[config.mk]
export PLATFORM = sky130hd
export DESIGN_NAME = plab4_net_router_output_ctrl_tdm
export DESIGN_NICKNAME = d
export VERILOG_FILES = /design/src/rtl/plab4_net_router_output_ctrl_tdm_pkg.sv /design/src/rtl/plab4_net_router_output_ctrl_tdm_arb.sv /design/src/rtl/plab4_net_router_output_ctrl_tdm.sv
export SDC_FILE = /design/constraint.sdc
export NUM_CORES = 1
export LEC_CHECK = 0
export ABC_AREA = 0
export ABC_CLOCK_PERIOD_IN_PS = 2200
export CORE_UTILIZATION = 50
export CTS_BUF_LIST = sky130_fd_sc_hd__clkbuf_8
export DETAILED_ROUTE_END_ITERATION = 10
export PLACE_DENSITY = 0.79
export REMOVE_ABC_BUFFERS = 1
export SKIP_CTS_REPAIR_TIMING = 1
export SLEW_MARGIN = 5
export SYNTH_ARGS = -nofsm -noshare
export SYNTH_HDL_FRONTEND = slang
export SYNTH_SLANG_ARGS = --single-unit
[constraint.sdc]
create_clock -name clk -period 2.2 [get_ports clk]
set_input_delay 0.33 -clock clk [delete_from_list [all_inputs] [get_ports clk]]
set_output_delay 0.33 -clock clk [all_outputs]
set_load 0.02 [all_outputs]
[src/rtl/plab4_net_router_output_ctrl_tdm_pkg.sv]
// rtl/plab4_net_router_output_ctrl_tdm_pkg.sv - shared domain/port definitions for the TDM output ctrl
package plab4_net_router_output_ctrl_tdm_pkg;

  // Security domain tags
  localparam logic DOMAIN_D1 = 1'b0;
  localparam logic DOMAIN_D2 = 1'b1;

  // Input port indices, also the output mux select encoding
  localparam logic [1:0] P0 = 2'd0;
  localparam logic [1:0] P1 = 2'd1;
  localparam logic [1:0] P2 = 2'd2;

  // Round-robin pointer value out of reset: port 0 has first priority
  localparam logic [2:0] PRIO_RESET = 3'b001;

  // Position after a one-hot winner, wrapping port 2 back to port 0
  function automatic logic [2:0] rotl1(input logic [2:0] w);
    return {w[1:0], w[2]};
  endfunction

  // One-hot winner to port index; an empty vector maps to port 0
  function automatic logic [1:0] enc3(input logic [2:0] w);
    if (w[1])      return P1;
    else if (w[2]) return P2;
    else           return P0;
  endfunction

endpackage

[src/rtl/plab4_net_router_output_ctrl_tdm_arb.sv]
// rtl/plab4_net_router_output_ctrl_tdm_arb.sv - 3-input arbiter driven by an external one-hot pointer
module plab4_net_RRArb3Ptr (
  input  logic [2:0] ptr,
  input  logic [2:0] reqs,
  output logic [2:0] grant
);

  // Scan requests starting at the pointer position, wrapping 2->0
  always_comb begin
    grant = 3'b000;
    case (ptr)
      3'b010: begin
        if (reqs[1])      grant = 3'b010;
        else if (reqs[2]) grant = 3'b100;
        else if (reqs[0]) grant = 3'b001;
      end
      3'b100: begin
        if (reqs[2])      grant = 3'b100;
        else if (reqs[0]) grant = 3'b001;
        else if (reqs[1]) grant = 3'b010;
      end
      default: begin
        if (reqs[0])      grant = 3'b001;
        else if (reqs[1]) grant = 3'b010;
        else if (reqs[2]) grant = 3'b100;
      end
    endcase
  end

endmodule

[src/rtl/plab4_net_router_output_ctrl_tdm.sv]
// rtl/plab4_net_router_output_ctrl_tdm.sv - time-multiplexed round-robin output port control
module plab4_net_router_output_ctrl_tdm
  import plab4_net_router_output_ctrl_tdm_pkg::*;
#(
  parameter int p_slot_cycles = 1
) (
  input  logic       clk,
  input  logic       reset,
  input  logic       reqs_p0,
  input  logic       reqs_p1,
  input  logic       reqs_p2,
  input  logic       domain_p0,
  input  logic       domain_p1,
  input  logic       domain_p2,
  output logic       grants_p0,
  output logic       grants_p1,
  output logic       grants_p2,
  output logic       out_val,
  input  logic       out_rdy,
  output logic [1:0] sel,
  output logic       domain,
  output logic       dom_mismatch
);

  localparam int c_cnt_nbits = $clog2(p_slot_cycles) + 1;
  localparam logic [c_cnt_nbits-1:0] c_cnt_last = c_cnt_nbits'(p_slot_cycles - 1);

  logic [c_cnt_nbits-1:0] cnt;
  logic [2:0]             prio_d1;
  logic [2:0]             prio_d2;
  logic [2:0]             prio_cur;
  logic [2:0]             reqs;
  logic [2:0]             tags;
  logic [2:0]             elig;
  logic [2:0]             wrong;
  logic [2:0]             win;
  logic [2:0]             grants;
  logic                   xfer;

  assign reqs = {reqs_p2, reqs_p1, reqs_p0};
  assign tags = {domain_p2, domain_p1, domain_p0};

  // Slot timer: flip the domain phase at the end of every slot
  always_ff @(posedge clk) begin
    if (reset) begin
      cnt    <= '0;
      domain <= DOMAIN_D1;
    end else if (cnt == c_cnt_last) begin
      cnt    <= '0;
      domain <= ~domain;
    end else begin
      cnt    <= cnt + c_cnt_nbits'(1);
    end
  end

  // Split requests into those tagged for the current phase and those that are not
  always_comb begin
    elig     = reqs & ~(tags ^ {3{domain}});
    wrong    = reqs &  (tags ^ {3{domain}});
    prio_cur = (domain == DOMAIN_D2) ? prio_d2 : prio_d1;
  end

  plab4_net_RRArb3Ptr arb (
    .ptr   (prio_cur),
    .reqs  (elig),
    .grant (win)
  );

  // Handshake and mux select; everything held quiet while in reset
  always_comb begin
    out_val = 1'b0;
    grants  = 3'b000;
    sel     = P0;
    if (!reset) begin
      out_val = |elig;
      grants  = win & {3{out_rdy}};
      sel     = enc3(win);
    end
  end

  assign grants_p0 = grants[0];
  assign grants_p1 = grants[1];
  assign grants_p2 = grants[2];
  assign xfer      = out_val & out_rdy;

  // Advance only the active domain's pointer, and only on a completed transfer
  always_ff @(posedge clk) begin
    if (reset) begin
      prio_d1 <= PRIO_RESET;
      prio_d2 <= PRIO_RESET;
    end else if (xfer) begin
      if (domain == DOMAIN_D2) prio_d2 <= rotl1(win);
      else                     prio_d1 <= rotl1(win);
    end
  end

  // Flag any request that showed up tagged for the other domain
  always_ff @(posedge clk) begin
    if (reset) dom_mismatch <= 1'b0;
    else       dom_mismatch <= |wrong;
  end

endmodule

==> impl_metrics.yaml <==
status:
  status: "complete, no violations"
routing:
  totalWireLength_microns: 2190
  drcViolationCount: 0
  viasPerCell: 5.94
  drt_iter0_drc: 43
  first_pass_iters: 4
  wl_per_cell_microns: 15.6
  antenna_left: 0
  vias: 832
global_routing:
  grt_pass1_wl_microns: 3200
  grt_start_max_net_pins: 11
  antenna_found_initial: 0
  grt_overflow: 0
  globalRouteTotalUtil: 0.311
  first_global_vias: 784
cts:
  cts-root-buf: "clkbuf_8"
  clock_path_buffers: 2
  path_clk_slew_ns: 0.05
  clock-sinks: 9
  cts-htree-levels: 1
  cts-buffers-inserted: 3
  clk_latency_ns: 0.23
  tritoncts: "done"
placed_design:
  gp_congestion: 0.858
  port_buffers: 16
  place_hpwl_microns: 1670
finish:
  finalCoreUtilization: 0.846
  drive_gt1_frac: 0.320
  diodes: 0
  final_nets: 135
  area_delta_synth_final_pct: 58.3
sta:
  final.setup.tns_ns: 0
  rsz0062_at_grt: "false"
  worstMarginPinSlew_ns: 0.521
  period_share: 0.971
  slew_viol_final: 0
  setup_viol: 0
  relSlewSlack: 0.653
  period_needed_ns: 2.14
  hold_viol: 0
  max_freq_mhz: 468
  finClkSkew_ns: 0.00104
synthesis:
  ys_ff_latch: 9
  yosys_warnings: 0
  syn-cell-area_sq_um: 696
  synth_mux_area_frac: 0
  yosysSeqAreaShare: 0.259
  synth_top_family_by_area: "simple AND/OR/NAND/NOR gates"
  avgSynthCellArea_sq_um: 8.28
  synth_simple_gate_area_frac: 0.300
  synth_fa_ha_area_frac: 0
  ys_types: 38
  synth_xor_area_frac: 0.0755
  synth-compound-area-share: 0.300
  syn_inst: 84
worst_setup_path:
  path_max_fanout: 4
  crit_type: "reg2out"
  startpoint_type: "flip-flop"
  cp-startpoint: "prio_d2[1]"
  reg2regPathDepth: 6
  crit_chain: "or3b_2 > a21oi_2 > o211ai_4 > nor2_1 > dlymetal6s2s_1"
  r2r_start: "domain"
  required_ns: 1.87
  regToRegSetupSlack_ns: 0.48
  cp_slowest_cell: "or3b_2"
  cpPeakStageDelay_ns: 0.50
  end_kind: "output port"
  cp.arrival_ns: 1.81
  timing.rr.end: "prio_d1[0]"
worst_hold_path:
  holdPathStages: 2
  hold_path.class: "reg2reg"
  whs_endpoint: "domain"
  worstHoldStart: "cnt"
power:
  switchingPower_mw: 0.175
  p_per_area_nw_per_um2: 521
  p_clk_frac: 0.327
  seqPwrFrac: 0.319
  totalPowerFinal_mw: 0.574
  internal_power_mw: 0.398
  vdd_drop_max_mv: 0.509
  combPwrFrac: 0.353
  switching_share: 0.305
  leakagePower_nw: 0.549
floorplanning:
  die_y_microns: 39.3
  ioPinCount: 17
  rows: 13
  core_area_sq_um: 1300
  fp.dieArea_sq_um: 1540
  initial_core_util: 0.535
  die_w_microns: 39.3
flow_run:
  drv_cap: 0
[synth_stat cells]
master     n  area share
nor2_1     6       0.032
nand2_1    5       0.027
xor2_1     1       0.013
nand2b_1   2       0.018
nor3_1     1      0.0072
nand4bb_1  1       0.016
o211ai_2   1       0.018
a22oi_1    1       0.011
a222oi_1   1       0.014
o2bb2ai_1  2       0.025
o211ai_4   1       0.031
o21ai_2    2       0.025
and2_1     2       0.018
o211ai_1   4       0.043
inv_1      6       0.032
nor2b_1    2       0.018
conb_1     1      0.0054
dfxtp_1    9        0.26
o31ai_1    1       0.011
nand3b_1   1       0.011
or4bb_1    1       0.016
or4b_1     1       0.014
o21ai_0    3       0.022
buf_4      1       0.011
nand3_1    2       0.014
a221oi_1   1       0.013
buf_6      1       0.016
a22o_1     1       0.013
or2_2      2       0.018
a21boi_0   1       0.011
a21oi_1    5       0.036
or4b_4     1       0.020
and3_1     2       0.018
xnor2_1    5       0.063
nand4_1    3       0.027
o32a_1     1       0.014
or3b_2     2       0.025
a21bo_1    1       0.014
[state kept, by name (all words and copies together) (netlist names)]
name	cells
prio_d1	3
cnt	1
dom_mismatch	1
prio_d2	3
domain	1
[through the flow]
| step | setup slack (ns) | instances | hold slack [ns] | area, sq um |
|---|---|---|---|---|
| floorplan | -0.174 | 82 | 0.402 | 677 |
| global placement | -0.229 | 136 | 0.457 | 1030 |
| detailed placement | -0.320 | 136 | 0.481 | 1030 |
| CTS | -0.335 | 140 | 0.493 | 1070 |
| global route | 0.00528 | 140 | 0.514 | 1100 |
| finish | 0.0641 | 140 | 0.491 | 1100 |
[how the worst max path moves through the flow]
stage / end / slack (ns) / cells after the start
3_3_place_gp: grants_p2 / -0.23 / 6
5_1_grt: grants_p2 / 0.005 / 5
4_1_cts: grants_p2 / -0.34 / 5
2_1_floorplan: grants_p2 / -0.17 / 4
6_report: grants_p1 / 0.06 / 5
3_5_place_dp: grants_p2 / -0.32 / 6
[area by class of cell]
| type | instances | area [sq um] |
|---|---|---|
| Clock buffer | 3 | 41.3 |
| Clock inverter | 1 | 3.75 |
| Fill cell | 73 | 200 |
| Inverter | 6 | 22.5 |
| Multi-Input combinational cell | 67 | 493 |
| Sequential cell | 9 | 181 |
| Tap cell | 15 | 18.8 |
| Timing Repair Buffer | 39 | 340 |
[metal layers]
metal / vias to the layer above / wire, microns / global-route usage
met3: 13 / 102 / 0.0455
met2: 40 / 1110 / 0.546
met1: 389 / 905 / 0.358
li1: 390 / - / -
met4: 0 / 67 / 0.164
met5: - / 0 / 0
[power groups by stage]
stage / Clock [mW] / Sequential, mW / Combinational (mW)
floorplan: 0 / 0.197 / 0.0783
global placement: 0 / 0.185 / 0.188
detailed placement: 0 / 0.185 / 0.193
CTS: 0.189 / 0.183 / 0.197
global route: 0.198 / 0.184 / 0.217
finish: 0.188 / 0.183 / 0.203
[worst max-delay path, delay by kind of cell, from the launching register on]
kind                   cells  cell delay [ns]
AOI/OAI and AO/OA          2             0.34
buffers and inverters      1             0.23
DFF                        1             0.41
and+or+nand+nor            2             0.59
[logic make-up (layout without fill, tap and decap cells)]
family	Yosys count	after routing
other	1	1
buffers and inverters	8	49
and+or+nand+nor	34	34
xor gates and xnor gates	6	6
AOI/OAI and AO/OA	26	26
DFF	9	9
[cells in the final DEF, fill, tap and decap left out, types with 4 or more instances in the layout]
| master | n |
|---|---|
| a21oi_1 | 4 |
| buf_4 | 23 |
| clkdlybuf4s50_1 | 10 |
| dfxtp_1 | 8 |
| dlymetal6s2s_1 | 5 |
| inv_1 | 7 |
| nand2_1 | 5 |
| nor2_1 | 6 |
| o211ai_1 | 4 |
(Power assumes the default switching activity.)
==> patch, RTL diff (same flow settings) <==
Make the reset (`reset`) asynchronous in 3 clocked blocks.
--- a/src/rtl/plab4_net_router_output_ctrl_tdm.sv
+++ b/src/rtl/plab4_net_router_output_ctrl_tdm.sv
@@ -41,7 +41,7 @@
   assign tags = {domain_p2, domain_p1, domain_p0};
 
   // Slot timer: flip the domain phase at the end of every slot
-  always_ff @(posedge clk) begin
+  always_ff @(posedge clk or posedge reset) begin
     if (reset) begin
       cnt    <= '0;
       domain <= DOMAIN_D1;
@@ -84,7 +84,7 @@
   assign xfer      = out_val & out_rdy;
 
   // Advance only the active domain's pointer, and only on a completed transfer
-  always_ff @(posedge clk) begin
+  always_ff @(posedge clk or posedge reset) begin
     if (reset) begin
       prio_d1 <= PRIO_RESET;
       prio_d2 <= PRIO_RESET;
@@ -95,7 +95,7 @@
   end
 
   // Flag any request that showed up tagged for the other domain
-  always_ff @(posedge clk) begin
+  always_ff @(posedge clk or posedge reset) begin
     if (reset) dom_mismatch <= 1'b0;
     else       dom_mismatch <= |wrong;
   end
Formal check against the unedited RTL: differs if reset is asserted again (counterexample within 4 cycles, from zero or initial values and one cycle with reset high); with reset held inactive, the same outputs for 10 cycles.
==> patch against the original RTL <==
Final area is 0.68% lower. Routed wire length rose by 13%. Clock skew is 5.9 ps higher. Maximum frequency fell by 4.9%. Global-route usage decreased by 2.7 points. The flow now finishes with violations (negative setup slack). Sequential cell count down 1. Setup slack got worse by 110 ps. Power grew 2.2%. Synthesized area down 0.90%. Sequential share of layout area is 2.2 points higher. Critical path type unchanged.
==> patch: results (changes against the original RTL) <==
| Metric | Value |
|---|---|
| Peak supply drop | `0.501 mV (was 0.509 mV)` |
| CP max stage cell | `dfrtp_2 (was or3b_2)` |
| Worst Tran Pin Value | `431 ps (was 521 ps)` |
| Skew final | `6.98 ps (was 1.04 ps)` |
| Synth top area cells | `dfrtp_1, dfstp_2, a21oi_2, a21oi_1, and2_1 (was dfxtp_1, xnor2_1, o211ai_1, a21oi_1, inv_1)` |
| Worst reg2reg endpoint | `prio_d1[1] (was prio_d1[0])` |
| Pre-CTS setup slack | `-413 ps (was -320 ps)` |
| Post-synth top cells | `dfrtp_1, inv_1, a21oi_1, nor2_1, and2_1 (was dfxtp_1, inv_1, nor2_1)` |
| Dpl hpwl | `1450 um (was 1670 um)` |
| Status | `finished, violations left (was finished clean)` |
| Crit-path max FO | `6 (was 4)` |
| Worst R2R Path Depth | `7 (was 6)` |
| Fillers | `67 (was 73)` |
| Setup WS post-layout | `-46.5 ps (was 64.1 ps)` |
| Hold Crit Start | `prio_d2[0] (was cnt)` |
| Total GRT Usage | `28.4% (was 31.1%)` |
| Failing checks | `negative setup slack` |
| Routability congestion estimate | `0.932 (was 0.858)` |
| Detailed Route Iter0 Violations | `55 (was 43)` |
| Met2 WL | `1240 um (was 1110 um)` |
| Synth cell types | `37 (was 38)` |
| R2R setup slack | `420 ps (was 480 ps)` |
| Crit path from | `domain (was prio_d2[1])` |
| Routed len/inst | `19.1 um (was 15.6 um)` |
| Worst Setup EP | `grants_p0 (was grants_p1)` |
| Setup TNS | `-75.0 ps (was 0 ps)` |
| Metal1 wirelength | `933 um (was 905 um)` |
| Critical Path AT | `1920 ps (was 1810 ps)` |
| Area after DPL | `950 um2 (was 1030 um2)` |
| Via count of the routed design | `785 (was 832)` |
| Met1 Usage GRT | `33.3% (was 35.8%)` |
| Fraction of registers with async set/reset | `100% (was 0%)` |
| Crit-path max cell delay | `450 ps (was 500 ps)` |
| M3 GR Usage | `10.4% (was 4.55%)` |
| Vias in the first global route | `656 (was 784)` |
| Final setup vio count | `3 (was 0)` |
| Sw frac | `32.2% (was 30.5%)` |
| Placed Instances | `118 (was 136)` |
| Largest net degree at the start of global routing | `10 (was 11)` |
| Sequential cell area fraction in the yosys report | `29.4% (was 25.9%)` |
[patch: changes by cell type after synthesis, moves of 3 or more]
cell      before  now
o22ai_1        0    3
xnor2_1        5    2
dfxtp_1        9    0
a21oi_2        0    3
nand4_1        3    0
o211ai_1       4    1
dfrtp_1        0    6
[patch: power by group through the flow]
stage	registers, uW	clock network [uW]	logic (uW)
after floorplan	195	0	90.8
after CTS	196	185	171
after global routing	206	199	204
final	204	188	194
after global placement	196	0	166
after detailed placement	197	0	169
[patch: cell type report]
class | instances | area, um2 | share of cell area (%)
Tap cell | 15 | 18.8 | 1.72
Clock inverter | 1 | 3.75 | 0.343
Multi-Input combinational cell | 58 | 474 | 43.4
Sequential cell | 8 | 204 | 18.6
Timing Repair Buffer | 38 | 329 | 30.1
Inverter | 6 | 22.5 | 2.06
Clock buffer | 3 | 41.3 | 3.78
[patch: kinds of logic after synthesis]
logic type / synth area share, %
compound gates: 28.5
simple gates: 21.8
flops: 29.4
buf+inv: 7.80
xor+xnor: 6.17
mux: 6.35
